===== config.mk =====
export PLATFORM = sky130hd
export DESIGN_NAME = vec_alu_seq
export DESIGN_NICKNAME = d
export VERILOG_FILES = /design/src/rtl/vmips_alu_pkg.sv /design/src/rtl/vec_elem_alu.sv /design/src/rtl/vec_alu_seq.sv
export SDC_FILE = /design/constraint.sdc
export NUM_CORES = 1
export LEC_CHECK = 0
export CORE_MARGIN = 3
export CORE_UTILIZATION = 35
export CTS_CLUSTER_SIZE = 25
export DETAILED_ROUTE_END_ITERATION = 10
export PLACE_DENSITY = 0.64
export SLEW_MARGIN = 20
export SYNTH_ARGS = -nofsm -noshare
export SYNTH_HDL_FRONTEND = slang
export SYNTH_HIERARCHICAL = 1
export SYNTH_SLANG_ARGS = --single-unit

===== constraint.sdc =====
create_clock -name clk -period 8.5 [get_ports clk]
set_input_delay 0.85 -clock clk [delete_from_list [all_inputs] [get_ports clk]]
set_output_delay 0.85 -clock clk [all_outputs]
set_load 0.005 [all_outputs]

===== src/rtl/vmips_alu_pkg.sv =====
// Shared definitions for the element-serial vector ALU: op codes, data formats,
// FSM state encoding and format helpers.
// Build option: VEC_ALU_SATURATE_EN selects saturating ADD/SUB in vec_elem_alu.
package vmips_alu_pkg;

    localparam int VEC_W = 32;

    localparam logic [2:0] ALU_ADD  = 3'b000;
    localparam logic [2:0] ALU_SUB  = 3'b001;
    localparam logic [2:0] ALU_AND  = 3'b010;
    localparam logic [2:0] ALU_OR   = 3'b011;
    localparam logic [2:0] ALU_SLT  = 3'b100;
    localparam logic [2:0] ALU_XOR  = 3'b101;
    localparam logic [2:0] ALU_NOR  = 3'b110;
    localparam logic [2:0] ALU_SLTU = 3'b111;

    localparam logic [1:0] DF_B   = 2'b00;
    localparam logic [1:0] DF_H   = 2'b01;
    localparam logic [1:0] DF_W   = 2'b10;
    localparam logic [1:0] DF_RSV = 2'b11;

    typedef enum logic [1:0] {
        S_IDLE = 2'b00,
        S_EXEC = 2'b01,
        S_DONE = 2'b10
    } state_t;

    // Number of elements in a vector for a given data format (0 for reserved).
    function automatic logic [2:0] n_elem(input logic [1:0] df);
        case (df)
            DF_B:    n_elem = 3'd4;
            DF_H:    n_elem = 3'd2;
            DF_W:    n_elem = 3'd1;
            default: n_elem = 3'd0;
        endcase
    endfunction

    // Low-aligned bit mask covering one element of the given format.
    function automatic logic [VEC_W-1:0] elem_mask(input logic [1:0] df);
        case (df)
            DF_B:    elem_mask = VEC_W'(32'h0000_00FF);
            DF_H:    elem_mask = VEC_W'(32'h0000_FFFF);
            default: elem_mask = '1;
        endcase
    endfunction

endpackage


===== src/rtl/vec_elem_alu.sv =====
// Single-element ALU: computes one byte/half/word element result and its signed overflow.
// Latency: purely combinational. Backpressure: none, no state.
// Build option: VEC_ALU_SATURATE_EN clamps overflowing ADD/SUB to the signed range.
module vec_elem_alu
    import vmips_alu_pkg::*;
#(
    parameter int W = VEC_W
) (
    input  logic [2:0]   op,
    input  logic [1:0]   w,
    input  logic [W-1:0] a,
    input  logic [W-1:0] b,
    output logic [W-1:0] y,
    output logic         ovf
);

    localparam int SBW = $clog2(W);

    logic [W-1:0]   mask;
    logic [SBW-1:0] sbit;
    logic [W-1:0]   am, bm, as_x, bs_x, sum, diff;
    logic           sa, sb;

    // Element operation: operands are masked to the element width, sign bit sits at w-1.
    always_comb begin
        mask = W'(elem_mask(w));
        case (w)
            DF_B:    sbit = SBW'(7);
            DF_H:    sbit = SBW'(15);
            default: sbit = SBW'(W - 1);
        endcase
        am   = a & mask;
        bm   = b & mask;
        sa   = am[sbit];
        sb   = bm[sbit];
        as_x = am | (sa ? ~mask : '0);
        bs_x = bm | (sb ? ~mask : '0);
        sum  = (am + bm) & mask;
        diff = (am - bm) & mask;
        y    = '0;
        ovf  = 1'b0;
        case (op)
            ALU_ADD: begin
                y   = sum;
                ovf = (sa == sb) && (sum[sbit] != sa);
            end
            ALU_SUB: begin
                y   = diff;
                ovf = (sa != sb) && (diff[sbit] != sa);
            end
            ALU_AND:  y = am & bm;
            ALU_OR:   y = am | bm;
            ALU_SLT:  y = W'($signed(as_x) < $signed(bs_x));
            ALU_XOR:  y = am ^ bm;
            ALU_NOR:  y = ~(am | bm) & mask;
            default:  y = W'(am < bm);
        endcase
`ifdef VEC_ALU_SATURATE_EN
        // Overflow only arises for ADD/SUB; clamp toward the sign of A.
        if (ovf) begin
            y = sa ? (mask & ~(mask >> 1)) : (mask >> 1);
        end
`endif
    end

endmodule


===== src/rtl/vec_alu_seq.sv =====
// Element-serial SIMD ALU: one request in, one element per cycle, vector result + flags out.
// Latency: byte 4, half 2, word 1 cycles from accept to out_valid; reserved df goes straight to DONE.
// Backpressure: result held in DONE until out_ready; in_ready only high in IDLE.
// Build option: VEC_ALU_SATURATE_EN (saturating ADD/SUB, see vec_elem_alu).
module vec_alu_seq
    import vmips_alu_pkg::*;
#(
    parameter int DATA_W     = VEC_W,
    parameter int MIN_ELEM_W = 8
) (
    input  logic              clk,
    input  logic              reset,
    input  logic              in_valid,
    output logic              in_ready,
    input  logic [2:0]        alu_ctrl,
    input  logic [1:0]        df,
    input  logic [DATA_W-1:0] src_a,
    input  logic [DATA_W-1:0] src_b,
    output logic              out_valid,
    input  logic              out_ready,
    output logic [DATA_W-1:0] result,
    output logic              zero,
    output logic              ovf,
    output logic              err
);

    localparam int MAX_ELEM = DATA_W / MIN_ELEM_W;
    localparam int CNT_W    = $clog2(MAX_ELEM);
    localparam int SH_W     = $clog2(DATA_W);

    state_t            state_q, state_d;
    logic [2:0]        op_q, op_d;
    logic [1:0]        df_q, df_d;
    logic [DATA_W-1:0] a_q, a_d, b_q, b_d;
    logic [CNT_W-1:0]  cnt_q, cnt_d;
    logic [DATA_W-1:0] result_q, result_d;
    logic              zero_q, zero_d;
    logic              ovf_q, ovf_d;
    logic              err_q, err_d;

    logic [SH_W-1:0]   sh;
    logic [DATA_W-1:0] emask, ea, eb, ey, merged;
    logic              eovf, last;

    // Select the current element: bit offset, operand slices and merged result.
    always_comb begin
        case (df_q)
            DF_B:    sh = SH_W'(cnt_q) << 3;
            DF_H:    sh = SH_W'(cnt_q) << 4;
            default: sh = '0;
        endcase
        emask  = DATA_W'(elem_mask(df_q));
        ea     = a_q >> sh;
        eb     = b_q >> sh;
        merged = (result_q & ~(emask << sh)) | ((ey & emask) << sh);
        last   = (3'(cnt_q) == (n_elem(df_q) - 3'd1));
    end

    vec_elem_alu #(.W(DATA_W)) u_elem (
        .op  (op_q),
        .w   (df_q),
        .a   (ea),
        .b   (eb),
        .y   (ey),
        .ovf (eovf)
    );

    // Next-state and datapath control for IDLE -> EXEC -> DONE sequencing.
    always_comb begin
        state_d  = state_q;
        op_d     = op_q;
        df_d     = df_q;
        a_d      = a_q;
        b_d      = b_q;
        cnt_d    = cnt_q;
        result_d = result_q;
        zero_d   = zero_q;
        ovf_d    = ovf_q;
        err_d    = err_q;
        case (state_q)
            S_IDLE: begin
                if (in_valid) begin
                    op_d     = alu_ctrl;
                    df_d     = df;
                    a_d      = src_a;
                    b_d      = src_b;
                    cnt_d    = '0;
                    result_d = '0;
                    ovf_d    = 1'b0;
                    if (df == DF_RSV) begin
                        err_d   = 1'b1;
                        zero_d  = 1'b1;
                        state_d = S_DONE;
                    end else begin
                        err_d   = 1'b0;
                        zero_d  = 1'b0;
                        state_d = S_EXEC;
                    end
                end
            end
            S_EXEC: begin
                result_d = merged;
                ovf_d    = ovf_q | eovf;
                cnt_d    = cnt_q + CNT_W'(1);
                if (last) begin
                    zero_d  = (merged == '0);
                    state_d = S_DONE;
                end
            end
            S_DONE: begin
                if (out_ready) begin
                    state_d = S_IDLE;
                end
            end
            default: state_d = S_IDLE;
        endcase
    end

    // State and datapath registers; reset aborts any operation in flight.
    always_ff @(posedge clk or posedge reset) begin
        if (reset) begin
            state_q  <= S_IDLE;
            op_q     <= '0;
            df_q     <= '0;
            a_q      <= '0;
            b_q      <= '0;
            cnt_q    <= '0;
            result_q <= '0;
            zero_q   <= 1'b0;
            ovf_q    <= 1'b0;
            err_q    <= 1'b0;
        end else begin
            state_q  <= state_d;
            op_q     <= op_d;
            df_q     <= df_d;
            a_q      <= a_d;
            b_q      <= b_d;
            cnt_q    <= cnt_d;
            result_q <= result_d;
            zero_q   <= zero_d;
            ovf_q    <= ovf_d;
            err_q    <= err_d;
        end
    end

    assign in_ready  = (state_q == S_IDLE);
    assign out_valid = (state_q == S_DONE);
    assign result    = result_q;
    assign zero      = zero_q;
    assign ovf       = ovf_q;
    assign err       = err_q;

endmodule


---- Word level (Yosys, flattened, before mapping) ----
Index checks and enable logic that the tools add are counted.
operators by class
  reductions and logical operators ........ 11
  shifts and indexed selects .............. 4
  eq/ne operators ......................... 19
  $lt $le $gt $ge ......................... 3
  $add $sub $neg .......................... 4
  bitwise logic cells ..................... 17
  muxes and demuxes ....................... 31
operator list
  kind                                                                    number
  32-bit AND                                                              8
  32-bit case mux with 7 select lines                                     1
  32-bit bitwise OR                                                       4
  32-bit case mux with 2 select lines                                     2
  32-bit 2-to-1 mux                                                       3
  32-bit inverter                                                         3
  32-bit < comparator                                                     2
  32-bit by 5-bit left shift with 32-bit output                           2
  32-bit by 5-bit >> shifter with 32-bit output                           2
  32-bit adder                                                            1
  32-bit logical NOT                                                      1
  32-bit subtractor                                                       1
  32-bit bitwise XOR                                                      1
  1-bit binary-select mux with 5-bit select                               4
  5-bit case mux with 2 select lines                                      2
  2-bit 2-to-1 mux                                                        5
  3-bit equality test (second input constant)                             3
  3-bit case mux with 3 select lines                                      1
  1-bit 2-to-1 mux                                                        8
  2-bit equality test (second input constant)                             3
  3-bit by 2-bit equality test with 1-bit output (second input constant)  2
  5-bit by 6-bit < comparator with 1-bit output (second input constant)   1
  1-bit case mux with 2 select lines                                      3
  2-bit case mux with 3 select lines                                      1
  other kinds (17)                                                        25
storage, ports and cells
  logic and storage cells ................. 99
  bits in registers ....................... 108
  output and inout bits ................... 37
  bits of input ports ..................... 73

---- Logic depth before layout (Yosys ltp) ----
Gate-level depths: netlist of the first run.
  depth in word-level cells ............... 16
  mapped depth ............................ 32

---- Hierarchy ----
The synthesis of the first run kept the hierarchy.
modules (own cells, without submodules)
  module        sequential area each (um^2)  area each (um^2)  cells each  times used
  vec_elem_alu  0.0                          6477.5            982         1
  vec_alu_seq   2702.6                       6088.3            783         1

---- Least setup slack after synthesis of the first run ----
OpenSTA, ideal clock, no wires.
  path type ............................... register to register
  start ................................... register df_q[0]
  end ..................................... register zero_q, in the netlist zero
  setup time .............................. 0.092 ns
  arrival time ............................ 5.913 ns
  data required time ...................... 8.408 ns
  stages on the path, launching flop included .. 28
  path buffers ............................ 4
  clock period less this slack ............ 6.005 ns
  path slack .............................. 2.495 ns
  cells stage by stage .................... dfrtp_1 inv_1 ha_1 buf_6 nand2_2 and2_1 clkbuf_2 buf_4 clkbuf_1 nand2_1 and3_1 a21oi_1 inv_1 ha_1 o21ba_2 o311a_1 o31ai_2 o31ai_4 a21oi_2 a31oi_1 o211ai_1 xnor2_1 o221ai_1 or4_1 o21ai_0 o2111ai_1 or4_1 o31ai_2
between the ends
  elaborated cells on any way between the ends .. 45
  classes of those cells .................. add/sub (3); order compare (2); eq/ne (4); shift (4); mux (13); bitwise (16); reduce/logical (3)
RTL lines
  item                                                                                        RTL line                                RTL
  from (decl)                                                                                 vec_alu_seq.sv:33                       logic [1:0] df_q, df_d;
  from (signal assigned)                                                                      vec_alu_seq.sv:124                      df_q <= '0;
  from (signal assigned)                                                                      vec_alu_seq.sv:135                      df_q <= df_d;
  2-bit by 1-bit equality test with 1-bit output / 2-bit logical NOT (equally long branches)  vec_alu_seq.sv:47                       case (df_q)
  5-bit case mux with 2 select lines *                                                        vec_alu_seq.sv:47
  32-bit by 5-bit >> shifter with 32-bit output *                                             vec_alu_seq.sv:53                       ea = a_q >> sh;
  named net ea[1]                                                                             vec_alu_seq.sv:42                       logic [DATA_W-1:0] emask, ea, eb, ey, merged;
  32-bit AND *                                                                                vec_elem_alu.sv:32                      am = a & mask;
  32-bit subtractor / 32-bit adder (equally long branches)                                    vec_elem_alu.sv:39, vec_elem_alu.sv:38
  32-bit AND, on equally long branches                                                        vec_elem_alu.sv:39, vec_elem_alu.sv:38
  32-bit case mux with 7 select lines *                                                       vec_elem_alu.sv:42                      case (op)
  named net ey[29]                                                                            vec_alu_seq.sv:42
  32-bit AND *                                                                                vec_alu_seq.sv:55                       merged = (result_q & ~(emask << sh)) | ((ey & emask) << sh);
  32-bit by 5-bit left shift with 32-bit output *                                             vec_alu_seq.sv:55
  32-bit bitwise OR *                                                                         vec_alu_seq.sv:55
  32-bit logical NOT *                                                                        vec_alu_seq.sv:106                      zero_d = (merged == '0);
  1-bit 2-to-1 mux *                                                                          vec_alu_seq.sv:105                      if (last) begin
  1-bit case mux with 2 select lines *                                                        vec_alu_seq.sv:80                       case (state_q)
  to (signal assigned)                                                                        vec_alu_seq.sv:140                      zero_q <= zero_d;
  to (decl)                                                                                   vec_alu_seq.sv:37                       logic zero_q, zero_d;
Mark *: on every way through the listed nets, which the timed path passes. The rest lies on a longest branch. The select of a mux whose other input is x is not followed.
A chain may end at the register's enable or synchronous reset.

---- Worst setup path after layout of the first run ----
  start ................................... register df_q[0]
  end ..................................... register zero_q, in the netlist zero
between the ends
  elaborated cells on any way between the ends .. 45
  classes of those cells .................. add/sub (3); order compare (2); eq/ne (4); shift (4); mux (13); bitwise (16); reduce/logical (3)
RTL lines
  item                                                                                        RTL line                                RTL
  2-bit by 1-bit equality test with 1-bit output / 2-bit logical NOT (equally long branches)  vec_alu_seq.sv:47
  5-bit case mux with 2 select lines *                                                        vec_alu_seq.sv:47
  32-bit by 5-bit >> shifter with 32-bit output *                                             vec_alu_seq.sv:54                       eb = b_q >> sh;
  named net eb[14]                                                                            vec_alu_seq.sv:42
  32-bit AND *                                                                                vec_elem_alu.sv:33                      bm = b & mask;
  32-bit subtractor / 32-bit adder (equally long branches)                                    vec_elem_alu.sv:39, vec_elem_alu.sv:38
  32-bit AND, on equally long branches                                                        vec_elem_alu.sv:39, vec_elem_alu.sv:38
  32-bit case mux with 7 select lines *                                                       vec_elem_alu.sv:42
  named net ey[30]                                                                            vec_alu_seq.sv:42
  32-bit AND *                                                                                vec_alu_seq.sv:55
  32-bit by 5-bit left shift with 32-bit output *                                             vec_alu_seq.sv:55
  32-bit bitwise OR *                                                                         vec_alu_seq.sv:55
  32-bit logical NOT *                                                                        vec_alu_seq.sv:106
  1-bit 2-to-1 mux *                                                                          vec_alu_seq.sv:105
  1-bit case mux with 2 select lines *                                                        vec_alu_seq.sv:80
Marked as above.

==> results of run 1 <==
-- metal layers --
metal | track usage | wire [um]
met4 | 0.1003 | 2118
met2 | 0.3537 | 20120
met5 | 0 | 0
met3 | 0.03416 | 4217
met1 | 0.3609 | 21930
-- metrics by stage --
| stage | hold WS (ps) | setup slack [ps] |
|---|---|---|
| floorplan | 445.0 | 2495 |
| global placement | 465.4 | 1171 |
| detailed placement | 463.1 | 1183 |
| CTS | 479.6 | 1132 |
| global route | 502.7 | 630.0 |
| finish | 473.0 | 897.0 |
-- sequential cells by signal (all words and copies together) (netlist names) --
signal   count
b_q         32
result      32
op_q         3
ovf          1
df_q         2
a_q         32
state_q      2
zero         1
cnt_q        2
err          1
-- cells by family after synthesis --
family          Yosys count
simple gates            752
fa+ha+maj               127
compound gates          494
mux                      42
flops                   108
buf+inv                 223
xor+xnor                 19
-- worst min-delay path by stage --
stage,endpoint,depth (start not counted)
6_report,a_q[9],2
5_1_grt,a_q[9],2
4_1_cts,a_q[9],2
3_5_place_dp,a_q[9],2
3_3_place_gp,a_q[3],2
2_1_floorplan,a_q[10],2
-- area by class of cell --
type	instances	area [sq um]	share of cell area
Tap cell	455	569.3	0.04024
Clock inverter	6	93.84	0.006633
Multi-Input combinational cell	1434	8894	0.6286
Sequential cell	108	2703	0.1910
Clock buffer	10	239.0	0.01689
Timing Repair Buffer	130	1249	0.08826
Inverter	106	400.4	0.02830
-- worst register-to-register path: cells and delay by family, from the launching register on --
kind            cells  cell delay [ps]
simple gates        9             3110
flops               1              380
fa+ha+maj           2              930
mux                 1              260
buf+inv             1              190
compound gates      8             2450
xor+xnor            1              200
-- cell usage in the layout, fill, tap and decap left out, types with 29 or more instances in the layout --
cell,Yosys,layout
clkdlybuf4s50_1,0,109
o22ai_1,47,47
nor2b_1,34,34
nor2_1,128,128
a21oi_1,138,138
mux2i_1,37,37
o21ai_0,80,80
a22o_1,29,29
ha_1,125,125
inv_1,103,102
nand3_1,34,34
nand2_1,437,435
dfrtp_1,108,108
==> run summary, run 1 <==
Status: completed
CP max stage cell: and2_1
Crit path kind: reg -> reg
Data required time of the worst path: 8770 ps
Hold Startpoint: a_q[9]
Nets: 1989
Final period utilization: 0.8945
Routability cong.: 0.9870
Clock Skew: 15.03 ps
Placed inst area: 13810 sq um
Setup bufs post-CTS: 0
Htree depth: 3
Max incr delay on CP: 860 ps
DIE WIDTH: 195.5 um
Post-Syn Instances: 1765
Chip Height: 195.5 um
Crit path buf inv count: 1
Most frequent cell after synthesis: nand2_1
Worst reg2reg path depth: 22
Synth-to-layout area growth: 12.59%
Clock-pin slew on the worst setup and hold paths: 70 ps
Maximum clock rate: 131.5 MHz
#FFs+latches synth: 108
Worst r2r src: df_q[0]
Final Cell Area: 14150 sq um
Flop2flop setup slack: 900 ps
Syn Area/Cell: 7.119 sq um
Crit-path max FO: 23
Largest cells by area after synthesis: dfrtp_1 (22%), nand2_1 (13%), ha_1 (12%)
IO Count: 110
Synth Cell Area: 12570 sq um
Starting Density: 0.3593
CTS tree: yes
Grt ovf: 0
Insertion delay to the later sink of the worst-skew pair: 370 ps
WP data arrival: 7870 ps
Number of global-route vias before repair: 12270
Crit path time final: 7603 ps
Syn nets: 1965
Hold Vio Cnt, Final: 0
Synth Flop Type: dfrtp_1
Synth Area in Adders: 0.1277
CTS Hold Bufs: 0
Critical path launch point: df_q[0]
DR WL/cell: 21.51 um
Slew @ Worst Pin: 1161 ps
Levels on crit path: 22
Proportion of synthesized area in mux cells: 0.03395
XOR/XNOR Fraction of Synth Area: 0.01324
Post-Layout Cell Count: 2249
Vias per cell: 5.946
First-pass GRT wire length: 74180 um
# fillers: 3627
Commonest cells post-synth: nand2_1 (437), a21oi_1 (138), nor2_1 (128), ha_1 (125), dfrtp_1 (108)
Synth unique cells: 98
CP Cell Sequence: buf_4 > ha_1 > nand2_1 > and2_1 > mux2i_1 > o21ai_0 > nand2_1 > ha_1 > nor2b_1 > a221o_1 > a21oi_1 > nor3b_1 > and3_1 > nor2_1 > a311oi_1 > xnor2_1 > o221ai_1 > or4_1 > o21ai_0 > o2111ai_1 > or4_1 > o31ai_2
Critical Path End Type: register
Root Driver: clkbuf_16
HPWL after DPL: 37670 um
CTS Sinks: 108
Setup TNS: 0 ps
Fin util: 0.4046
Largest family of logic cells by synthesized area: compound AO/OA/AOI/OAI gates
RSZ-0062 raised after global routing: false
Largest net degree at the start of global routing: 82
Final Setup Violations: 0
Initial antenna violation count: 0
Yosys top cell by area: dfrtp_1
Drt drc: 0
Resized cells post-CTS: 0
Reg2Reg Capture Point: zero
Routed vias: 13370
Cts bufs inserted: 9
Critical Path Sink: zero
Slew Limit Fails: 0
CTS Buffer Depth: 2
Row count: 68
WL final: 48380 um
IO Port Bufs: 109
Share of cells above drive strength 1: 0.04961
Synth async-reset ratio: 1.000
Max Cap Viol: 0
Synth warn: 6
Synth Area in Compound Gates: 0.2679
Worst Hold Class: reg -> reg
Post-synth EDFFs: 0
Largest delay contributor family on the critical path: simple AND/OR/NAND/NOR gates
GRT Total Usage: 0.2439
Relative slew slack: 0.2192
Drt pass-1 iters: 8
Die ar.: 38210 sq um
Synth Area in Simple Gates: 0.2636
Core Footprint: 34970 sq um
Seq/Total Area, Yosys: 0.2151
CP startpoint kind: register
Remaining antenna violation count: 0
DR iter-0 viols: 1621
Placed cells: 2233
Antenna cells: 0
Top cell type's share of synthesized area: 0.2151
Power of run 1 is left out: the tool's default activity adds up to more than one toggle a clock period on the data nets, which glitch-free logic cannot reach.
==> run 2, diff against run 1 <==
--- a/config.mk
+++ b/config.mk
@@ -9,7 +9,8 @@
 export CORE_UTILIZATION = 35
 export CTS_CLUSTER_SIZE = 25
 export DETAILED_ROUTE_END_ITERATION = 10
-export PLACE_DENSITY = 0.64
+export PLACE_DENSITY = 0.55
+export SKIP_LAST_GASP = 1
 export SLEW_MARGIN = 20
 export SYNTH_ARGS = -nofsm -noshare
 export SYNTH_HDL_FRONTEND = slang
==> run 2 against run 1 <==
  * Worst hold slack better by 9.7 ps
  * Cell count about the same
  * First-iteration DRC count fell by 3.0%
  * Critical path depth increased by 1
  * Sequential share of layout area grew 0.099 points
  * Non-clock buffer count down 1
  * Register-to-register slack lost 210 ps
  * Setup slack worse by 210 ps
  * Die area is the same
==> run summary, run 2 (synthesis gave the netlist of run 1 again) <==
Insertion delay to the later sink of the worst-skew pair: 360 ps (was 370 ps)
Metal-1 WL: 23020 um (was 21930 um)
CTS Buffer Depth: 2 (unchanged)
Hold Vio Cnt, Final: 0 (unchanged)
WP data arrival: 8090 ps (was 7870 ps)
Post-Layout Cell Count: 2248 (was 2249)
Starting Density: 0.3593 (unchanged)
Crit path time final: 7808 ps (was 7603 ps)
Met3 WL: 4064 um (was 4217 um)
CP Cell Sequence: inv_1 > ha_1 > buf_4 > nand2_2 > and2_2 > mux2i_1 > o21ai_0 > nand2_1 > ha_1 > nor2b_1 > a221o_1 > a21oi_1 > nor3b_1 > and3_1 > nor2_1 > a311oi_1 > xnor2_1 > o221ai_1 > or4_1 > o21ai_0 > o2111ai_1 > or4_1 > o31ai_2 (was buf_4 > ha_1 > nand2_1 > and2_1 > mux2i_1 > o21ai_0 > nand2_1 > ha_1 > nor2b_1 > a221o_1 > a21oi_1 > nor3b_1 > and3_1 > nor2_1 > a311oi_1 > xnor2_1 > o221ai_1 > or4_1 > o21ai_0 > o2111ai_1 > or4_1 > o31ai_2)
Chip Height: 195.5 um (unchanged)
Cts bufs inserted: 9 (unchanged)
Crit path buf inv count: 2 (was 1)
Largest net degree at the start of global routing: 82 (unchanged)
Crit-path max FO: 43 (was 23)
Data required time of the worst path: 8780 ps (was 8770 ps)
DR WL/cell: 22.16 um (was 21.51 um)
Slew Limit Fails: 0 (unchanged)
Relative slew slack: 0.2404 (was 0.2192)
Vias per cell: 5.888 (was 5.946)
DR iter-0 viols: 1572 (was 1621)
Worst Hold Class: reg -> reg (unchanged)
DR top layer: met5 (was met4)
Commonest non-fill, non-tap cell in the layout: nand2_1 (unchanged)
Drt pass-1 iters: 6 (was 8)
Largest delay contributor family on the critical path: simple AND/OR/NAND/NOR gates (unchanged)
First-pass GRT wire length: 74980 um (was 74180 um)
Clock Skew: 14.48 ps (was 15.03 ps)
GRT Total Usage: 0.2498 (was 0.2439)
CTS Sinks: 108 (unchanged)
CP max stage cell: and2_2 (was and2_1)
DIE WIDTH: 195.5 um (unchanged)
Final Setup Violations: 0 (unchanged)
Worst hold margin: 482.7 ps (was 473.0 ps)
Drt drc: 0 (unchanged)
Final period utilization: 0.9186 (was 0.8945)
Setup TNS: 0 ps (unchanged)
Row count: 68 (unchanged)
IO Port Bufs: 109 (unchanged)
Critical Path End Type: register (unchanged)
Placed cells: 2232 (was 2233)
WL final: 49820 um (was 48380 um)
HPWL after DPL: 38740 um (was 37670 um)
Nets: 1988 (was 1989)
Remaining antenna violation count: 0 (unchanged)
Met2 routed WL: 21120 um (was 20120 um)
CP startpoint kind: register (unchanged)
Slew @ Worst Pin: 1130 ps (was 1161 ps)
Max Cap Viol: 0 (unchanged)
Root Driver: clkbuf_16 (unchanged)
Core Footprint: 34970 sq um (unchanged)
Most frequent cells in the layout: nand2_1 (435), a21oi_1 (138), nor2_1 (128), ha_1 (125), clkdlybuf4s50_1 (109) (unchanged)
Crit path kind: reg -> reg (unchanged)
Htree depth: 3 (unchanged)
Antenna cells: 0 (unchanged)
Maximum clock rate: 128.1 MHz (was 131.5 MHz)
CTS tree: yes (unchanged)
IO Count: 110 (unchanged)
Initial antenna violation count: 1 (was 0)
Share of cells above drive strength 1: 0.04852 (was 0.04961)
RSZ-0062 raised after global routing: false (unchanged)
Resized cells post-CTS: 0 (unchanged)
Number of global-route vias before repair: 12350 (was 12270)
Routability cong.: 0.9740 (was 0.9870)
Status: completed (unchanged)
Clock-pin slew on the worst setup and hold paths: 70 ps (about the same)
Setup bufs post-CTS: 0 (unchanged)
Max incr delay on CP: 800 ps (was 860 ps)
Grt ovf: 0 (unchanged)
Synth-to-layout area growth: 12.01% (was 12.59%)
Die ar.: 38210 sq um (unchanged)
Routed vias: 13240 (was 13370)
Fin util: 0.4025 (was 0.4046)
CTS Hold Bufs: 0 (unchanged)
[run 2: changes by cell type in the layout (fill, tap and decap cells not counted), sizes merged]
cell,delta
clkinv,+2
inv,-1
clkbuf,-1
buf,-1
clkinvlp,+2
bufinv,-2
[run 2: cell type report]
class                   count  area (sq um)
clock buffers               9         225.2
clock inverters             7         50.05
fillers                  3695         20890
inverters                 106         400.4
multi-input cells        1434          8886
flip-flops and latches    108          2703
well taps                 455         569.3
repair buffers            129          1241
[run 2: path summary, 6_finish.rpt]
path,start,endpoint,slack [ps],cells past startpoint
max,df_q[0],zero,690,23
min,b_q[6],b_q[6],480,2
max reg2reg,df_q[0],zero,690,23
min reg2reg,b_q[6],b_q[6],480,2
max in group asynchronous,reset,b_q[5],6370,3
min in group asynchronous,reset,state_q[1],870,2
[run 2: per-stage QoR]
| step | cell area (sq um) | setup WS, ps |
|---|---|---|
| 2_1_floorplan | 12570 | 2495 |
| 3_3_place_gp | 13800 | 1019 |
| 3_5_place_dp | 13800 | 985.0 |
| 4_1_cts | 14070 | 932.9 |
| 5_1_grt | 14070 | 315.2 |
| 6_report | 14070 | 691.8 |
[run 2: worst min-delay path: cells and delay by family, from the launching register on]
kind | cells | cell delay, ps
flip-flops | 1 | 350
AND/OR/NAND/NOR | 2 | 100
[run 2: routing by layer]
| metal | track usage | vias to the layer above |
|---|---|---|
| met1 | 0.3709 | 6334 |
| met2 | 0.3665 | 618 |
| met3 | 0.04003 | 84 |
| met4 | 0.08318 | 2 |
| met5 | 0 | - |
| li1 | - | 6198 |
Power of run 2 is left out for the same reason.
